--- src/rtl/pic_cmd_interface.sv ---
// pic_cmd_interface: CPU-bus command decoder and status read-back for the interrupt controller.
// Optional poll command support is enabled by defining PIC_POLL_CMD_EN.
module pic_cmd_interface #(
    parameter int NUM_IR = 8,
    parameter int LVL_W  = 3
) (
    input  logic              CLK,
    input  logic              RST_N,
    input  logic              CS_N,
    input  logic              WR_N,
    input  logic              RD_N,
    input  logic              A0,
    input  logic [7:0]        DIN,
    input  logic [NUM_IR-1:0] IRR,
    input  logic [NUM_IR-1:0] ISR,
    input  logic              POLL_VALID,
    input  logic [LVL_W-1:0]  POLL_LEVEL,
    output logic [7:0]        DOUT,
    output logic              DOE,
    output logic              INIT_DONE,
    output logic              LTIM,
    output logic              SNGL,
    output logic [4:0]        VEC_BASE,
    output logic [7:0]        CAS_CFG,
    output logic [4:0]        ICW4_CFG,
    output logic [NUM_IR-1:0] IMR,
    output logic              OCW2_STB,
    output logic [2:0]        OCW2_CMD,
    output logic [LVL_W-1:0]  OCW2_LVL,
    output logic              SMM,
    output logic              POLL_ACK
);
    typedef enum logic [2:0] {IDLE_UNINIT, WAIT_ICW2, WAIT_ICW3, WAIT_ICW4, READY} state_t;
    state_t state, nxt;
    logic wr_act, rd_act, wr_prev, rd_prev, wr_ev, rd_ev;
    logic icw1, ocw1, ocw2, ocw3, poll_rd, poll_arm;
    logic ic4, rsel, rd_hold;
    logic [7:0] rd_data, dout_q;

    assign wr_act = ~CS_N & ~WR_N;
    assign rd_act = ~CS_N & ~RD_N;

    // strobe history; held "active" through reset so a strobe low across reset needs a high first
    always_ff @(posedge CLK) begin
        if (!RST_N) begin
            wr_prev <= 1'b1;
            rd_prev <= 1'b1;
        end else begin
            wr_prev <= wr_act;
            rd_prev <= rd_act;
        end
    end

    // initialisation sequencer state register
    always_ff @(posedge CLK) begin
        if (!RST_N) state <= IDLE_UNINIT;
        else        state <= nxt;
    end

    // next state: ICW1 restarts from anywhere, A0=1 writes step through ICW2..ICW4
    always_comb begin
        nxt = state;
        if (icw1)
            nxt = WAIT_ICW2;
        else if (wr_ev && A0 && state == WAIT_ICW2)
            nxt = !SNGL ? WAIT_ICW3 : ic4 ? WAIT_ICW4 : READY;
        else if (wr_ev && A0 && state == WAIT_ICW3)
            nxt = ic4 ? WAIT_ICW4 : READY;
        else if (wr_ev && A0 && state == WAIT_ICW4)
            nxt = READY;
    end

    // command decode and state-derived outputs; a read colliding with a write is dropped
    always_comb begin
        wr_ev     = wr_act & ~wr_prev;
        rd_ev     = rd_act & ~rd_prev & WR_N;
        INIT_DONE = state == READY;
        icw1      = wr_ev & ~A0 & DIN[4];
        ocw1      = wr_ev & A0 & INIT_DONE;
        ocw2      = wr_ev & ~A0 & ~DIN[4] & ~DIN[3] & INIT_DONE;
        ocw3      = wr_ev & ~A0 & ~DIN[4] & DIN[3] & INIT_DONE;
        poll_rd   = rd_ev & ~A0 & poll_arm;
    end

    // read data source: poll word when armed, otherwise IMR or the selected status register
    always_comb begin
        rd_data = '0;
        rd_data[NUM_IR-1:0] = A0 ? IMR : rsel ? ISR : IRR;
        if (poll_rd) rd_data = {POLL_VALID, 4'b0, POLL_LEVEL};
    end

    // control registers written by ICW/OCW commands
    always_ff @(posedge CLK) begin
        if (!RST_N) begin
            LTIM     <= 1'b0;
            SNGL     <= 1'b0;
            ic4      <= 1'b0;
            VEC_BASE <= '0;
            CAS_CFG  <= '0;
            ICW4_CFG <= '0;
            IMR      <= '0;
            OCW2_STB <= 1'b0;
            OCW2_CMD <= '0;
            OCW2_LVL <= '0;
            SMM      <= 1'b0;
            rsel     <= 1'b0;
        end else begin
            OCW2_STB <= ocw2;
            if (icw1) begin
                LTIM     <= DIN[3];
                SNGL     <= DIN[1];
                ic4      <= DIN[0];
                IMR      <= '0;
                SMM      <= 1'b0;
                rsel     <= 1'b0;
                CAS_CFG  <= '0;
                ICW4_CFG <= '0;
            end
            if (wr_ev && A0 && state == WAIT_ICW2) VEC_BASE <= DIN[7:3];
            if (wr_ev && A0 && state == WAIT_ICW3) CAS_CFG <= DIN;
            if (wr_ev && A0 && state == WAIT_ICW4) ICW4_CFG <= DIN[4:0];
            if (ocw1) IMR <= DIN[NUM_IR-1:0];
            if (ocw2) begin
                OCW2_CMD <= DIN[7:5];
                OCW2_LVL <= DIN[LVL_W-1:0];
            end
            if (ocw3 && DIN[1]) rsel <= DIN[0];
            if (ocw3 && DIN[6]) SMM <= DIN[5];
        end
    end

    // read snapshot taken at the event edge and held for the rest of the pulse
    always_ff @(posedge CLK) begin
        if (!RST_N) begin
            rd_hold <= 1'b0;
            dout_q  <= '0;
        end else begin
            if (rd_ev) dout_q <= rd_data;
            rd_hold <= rd_ev | (rd_hold & rd_act);
        end
    end

    assign DOE  = rd_hold & rd_act & WR_N;
    assign DOUT = DOE ? dout_q : 8'h00;

`ifdef PIC_POLL_CMD_EN
    // poll is one-shot: armed by OCW3 P, consumed by the next A0=0 read, cleared by ICW1
    always_ff @(posedge CLK) begin
        if (!RST_N) begin
            poll_arm <= 1'b0;
            POLL_ACK <= 1'b0;
        end else begin
            POLL_ACK <= poll_rd & POLL_VALID;
            if (icw1 || poll_rd) poll_arm <= 1'b0;
            else if (ocw3 && DIN[2]) poll_arm <= 1'b1;
        end
    end
`else
    assign poll_arm = 1'b0;
    assign POLL_ACK = 1'b0;
`endif
endmodule

--- config.mk ---
export PLATFORM = sky130hd
export DESIGN_NAME = pic_cmd_interface
export DESIGN_NICKNAME = d
export VERILOG_FILES = /design/src/rtl/pic_cmd_interface.sv
export SDC_FILE = /design/constraint.sdc
export NUM_CORES = 1
export LEC_CHECK = 0
export ABC_AREA = 1
export ABC_CLOCK_PERIOD_IN_PS = 1100
export CAP_MARGIN = 20
export CORE_UTILIZATION = 37
export DETAILED_ROUTE_END_ITERATION = 10
export PLACE_DENSITY = 0.71
export SLEW_MARGIN = 20
export SYNTH_ARGS = -nofsm -noshare
export SYNTH_HDL_FRONTEND = slang
export SYNTH_SLANG_ARGS = --single-unit
export TNS_END_PERCENT = 1
--- constraint.sdc ---
create_clock -name CLK -period 1.1 [get_ports CLK]
set_input_delay 0.22 -clock CLK [delete_from_list [all_inputs] [get_ports CLK]]
set_output_delay 0.22 -clock CLK [all_outputs]
set_load 0.005 [all_outputs]
# Word level (Yosys, flattened, before mapping)
# Index checks and enable logic that the tools add are counted.
# word_totals
register_bits,52
input_bits,34
output_inout_bits,47
elab_cells,79
# op_classes
n_eq_ne,4
n_mux,17
bitwise_logic,26
n_reduce_logical,14
# op_table
cell,n
2-to-1 mux 8 bit,6
bitwise AND 1 bit,16
2-to-1 mux 3 bit,5
2-to-1 mux 5 bit,2
nonzero test 2 bit,5
inverter 1 bit,9
equality test 3 x 2 -> 1 bit (second input constant),2
logical AND 1 bit,6
2-to-1 mux 1 bit,4
nonzero test 4 bit,1
equality test 3 x 1 -> 1 bit (second input constant),1
equality test 3 bit (second input constant),1
nonzero test 3 bit,1
OR reduction 2 bit,1
bitwise OR 1 bit,1

# Depth between registers and ports, before layout
# depth
word_depth,9
depth_mapped,9
ltp_nobuf,8

# Worst setup path before layout
# No wires, ideal clock.
# synth_path
path_type,input to register
from,input A0
to,register OCW2_CMD[0]
setup_ps,113
arrival_ps,1031
t_required_ps,987
slack_ps,-44
path_stages,8
path_buffers,2
cell_sequence,buf_6 -> inv_6 -> nand3_2 -> nor2_4 -> nand2_4 -> buf_6 -> nor2_1 -> nor2_1
# synth_via
elab_chain_cells,5
# synth_rtl
item,line_no,source
"start, declared",12,"input logic A0,"
inverter 1 bit,n/a,
bitwise AND 1 bit (4 in series),80,ocw2 = wr_ev & ~A0 & ~DIN[4] & ~DIN[3] & INIT_DONE;
"end signal, assigned",124,OCW2_CMD <= DIN[7:5];
"end, declared",28,"output logic [2:0] OCW2_CMD,"
# No other way between the ends.
# A chain may end at the register's enable or synchronous reset.

# Worst setup path after layout
# layout_path
from,register rd_hold
to,output DOUT[0]
# layout_via
elab_chain_cells,3
# layout_rtl
item,line_no,source
"start, declared",37,"logic ic4, rsel, rd_hold;"
"start signal, assigned",139,rd_hold <= rd_ev | (rd_hold & rd_act);
bitwise AND 1 bit (2 in series),143,assign DOE = rd_hold & rd_act & WR_N;
2-to-1 mux 8 bit,144,assign DOUT = DOE ? dout_q : 8'h00;
"end, declared",18,"output logic [7:0] DOUT,"
# No other way between the ends.

==> results_dict.tcl <==
set metrics [dict create \
    run_status "finished with violations" \
    violated_checks "setup timing" \
    maximum_level_of_the_cts_h_tree 2 \
    ant_nets 0 \
    die-height_um 80.6 \
    synth_common_cells "74 x sky130_fd_sc_hd__nand2_1, 52 x sky130_fd_sc_hd__dfxtp_1, 45 x sky130_fd_sc_hd__a21oi_1" \
    rows 28 \
    timing.critical_path.fanout_max 8 \
    insertion_delay_of_the_later_clocked_pin_in_the_worst_skew_pair_ns 0.32 \
    synth_async_sr_flop_share_pct 0 \
    yosysWarnings 0 \
    buffer_ports.inserted 75 \
    power_report.internal_total_mw 2.75 \
    synth.area.top_cells "sky130_fd_sc_hd__dfxtp_1 45%, sky130_fd_sc_hd__nand2_1 12%, sky130_fd_sc_hd__a21oi_1 9.8%" \
    cts_max_path_buffers 2 \
    seq_area_frac_synth_pct 45.5 \
    use_met3_pct 5.80 \
    power_switching_share_pct 23.5 \
    pwr_density_cell_nw_per_um2 1010 \
    setup_ws_ns -0.214 \
    timing.final.max_slew_violations 0 \
    path_clk_slew_ns 0.10 \
    holdCritStartpoint "CS_N" \
    clkPwrFrac_pct 37.3 \
    numClockSinks 52 \
    area.sequential_sq_um 1090 \
    tritoncts "built" \
    yosys_register_bits 52 \
    r2r_slack_ns -0.13 \
    core_sq_um 5960 \
    detail_route.wl_per_cell_um 12.5 \
    synth_top_cell_area_share_pct 45.5 \
    dr_total_vias 2381 \
    die_width_um 80.6 \
    synth_compound_gate_area_share_pct 16.6 \
    synth_top_family_by_area "simple AND/OR/NAND/NOR gates" \
    rsz0062_at_grt "true" \
    skew_ns 0.00601 \
    cts_root_buf "sky130_fd_sc_hd__clkbuf_8" \
    totalWireLength_um 6250 \
    critical_path_class "reg -> out" \
    grt_antenna_before_repair 0 \
    detail_route.iter0.violations 65 \
    yosys.cell_types.count 24 \
    grt_pass1_wl_um 9960 \
    global_route.usage.met1_pct 24.3 \
    multiInputGateArea_sq_um 1150 \
    crit_path_from "rd_hold" \
    ioPinCount 81 \
    r2r-start "state[1]" \
    dpl.cell_count 493 \
    maxClockFrequency_mhz 761 \
    initial_utilization_pct 38.4 \
    insertedDiodeCount 0 \
    post_synth_and_or_nand_nor_area_fraction_pct 27.4 \
    vias_per_cell 4.74 \
    count_of_max_cap_constraint_violations 0 \
    p_seq_share_pct 53.0 \
    grt_max_degree 25 \
    finish.net_count 460 \
    synthXorXnorAreaFrac_pct 0 \
    drt_first_pass_iters 4 \
    synth.most_common_cell "sky130_fd_sc_hd__nand2_1" \
    hold-path-endpoint "rd_prev" \
    hold_depth 3 \
    logic_pwr_share_pct 9.7 \
    gp_congestion 0.836 \
    ir_worst_vdd_uv 717 \
    finalWorstPathRequiredPeriod_ns 1.31 \
    critical_path_required_time_ns 0.88 \
    drcViolationCount 0 \
    cellLeakagePower_nw 1.55 \
    power_switching_uw 847 \
    synth_edf_count 0 \
    syn-instance-count 315 \
    worstRegToRegCells 8 \
    proportion_of_synthesized_area_in_mux_cells_pct 0 \
    total_setup_violations_reported_at_the_end_of_the_flow 56 \
    numCtsBuffers 5 \
    grt.met2_usage_pct 33.6 \
    cp-start-kind "flip-flop" \
    busiest_layer "met2" \
    proportion_of_layout_cells_with_a_drive_suffix_above_1_pct 39.6 \
    finish.cell_count_without_fillers 502 \
    most_used_flip_flop_cell_after_synthesis "sky130_fd_sc_hd__dfxtp_1" \
    hpwlAfterDp_um 4510 \
    endpoints_failing_hold 0 \
    holdCritPathClass "in -> reg" \
    grtUsageTotal_pct 19.9 \
    post_synth_fa_ha_maj_area_fraction_pct 0 \
    post_syn_area_sq_um 2290 \
    postSynthAreaPerCell_sq_um 7.26 \
    cp-end-kind "output port" \
    fillers 533 \
    timing.critical_path.arrival_ns 1.09 \
    synth_area_leader_cell "sky130_fd_sc_hd__dfxtp_1" \
    area_growth_syn_to_layout_pct 56.2 \
    finish.utilization_pct 60.0 \
    postSynthNetCount 349 \
    globalRouteOverflowTotal 0 \
    detailedPlace.worstSlack_ns -0.760 \
    finalCritPeriodShare_pct 119 \
    reg2reg_end "OCW2_CMD[0]" \
    die_area_sq_um 6500 \
    vias_in_the_first_global_route 2205 \
]
[power by group through the flow]
stage / sequential (mW) / clock [mW] / combinational, mW
2_1_floorplan: 1.95 / 0 / 0.122
3_3_place_gp: 1.95 / 0 / 0.333
3_5_place_dp: 1.95 / 0 / 0.335
4_1_cts: 1.91 / 1.36 / 0.341
5_1_grt: 1.91 / 1.43 / 0.380
6_report: 1.91 / 1.34 / 0.350
[layout by cell type, fill, tap and decap left out, types with 10 or more instances in the layout]
cell                              netlist  layout
sky130_fd_sc_hd__nand2_1               74      72
sky130_fd_sc_hd__dfxtp_2                0      36
sky130_fd_sc_hd__a21oi_1               45      34
sky130_fd_sc_hd__inv_1                 35      32
sky130_fd_sc_hd__buf_4                  1      31
sky130_fd_sc_hd__nor2_1                33      26
sky130_fd_sc_hd__clkdlybuf4s50_1        0      24
sky130_fd_sc_hd__clkbuf_2               0      21
sky130_fd_sc_hd__dfxtp_1               52      16
sky130_fd_sc_hd__o21ai_0               19      15
sky130_fd_sc_hd__buf_2                  1      14
sky130_fd_sc_hd__nor2_4                 6      11
sky130_fd_sc_hd__a21oi_2                0      11
sky130_fd_sc_hd__clkdlybuf4s15_1        0      10
[state kept, by name, summed over array words and instances, names as in the netlist, 3 cells and up]
signal,count
OCW2_CMD,3
CAS_CFG,8
state,3
dout_q,8
VEC_BASE,5
ICW4_CFG,5
OCW2_LVL,3
IMR,8
[per-stage QoR]
| step | power (mW) | TNS [ns] | cell area (sq um) | hold slack [ns] |
|---|---|---|---|---|
| 3_5_place_dp | 2.29 | -35.51 | 3440 | 0.453 |
| 5_1_grt | 3.72 | -9.37 | 3570 | 0.263 |
| 2_1_floorplan | 2.07 | -0.123 | 2300 | 0.320 |
| 6_report | 3.60 | -4.12 | 3570 | 0.251 |
| 3_3_place_gp | 2.28 | -33.31 | 3440 | 0.456 |
| 4_1_cts | 3.61 | -6.66 | 3600 | 0.274 |
[logic make-up after synthesis]
family,Yosys count
AOI/OAI and AO/OA,72
other,1
DFF,52
and+or+nand+nor,138
buffers and inverters,52
[how the worst max path moves through the flow]
stage / endpoint / depth (start not counted) / slack (ns)
global route: OCW2_LVL[2] / 8 / -0.27
CTS: DOUT[0] / 5 / -0.28
global placement: DOUT[0] / 6 / -0.71
floorplan: OCW2_CMD[0] / 7 / -0.01
finish: DOUT[0] / 4 / -0.21
detailed placement: DOUT[0] / 6 / -0.76
[per-layer routing]
metal,wire (um),vias to the layer above
met5,0,-
met4,71,0
met3,566,6
met2,2910,83
met1,2700,1067
li1,-,1225
[critical path: stages, from the launching register on]
cell and delay, ns:
sky130_fd_sc_hd__dfxtp_2 0.36, sky130_fd_sc_hd__nand3_4 0.08, sky130_fd_sc_hd__buf_8 0.15, sky130_fd_sc_hd__nor2_1 0.08
sky130_fd_sc_hd__buf_2 0.11
[area by class of cell]
cell class,instances,share of cell area [%]
inverters,41,4.66
well taps,75,2.63
clock buffers,5,1.93
repair buffers,115,27.0
multi-input cells,211,32.2
flip-flops and latches,52,30.4
clock inverters,3,1.19
[timing repair]
action,4_1_cts,5_1_grt
setup buffers,2,0
hold endpoints to repair,0,0
hold buffers,0,0
gates resized for setup,155,71
pin swaps,11,12
endpoints found under the setup margin,96,87
(Power assumes the default switching activity.)
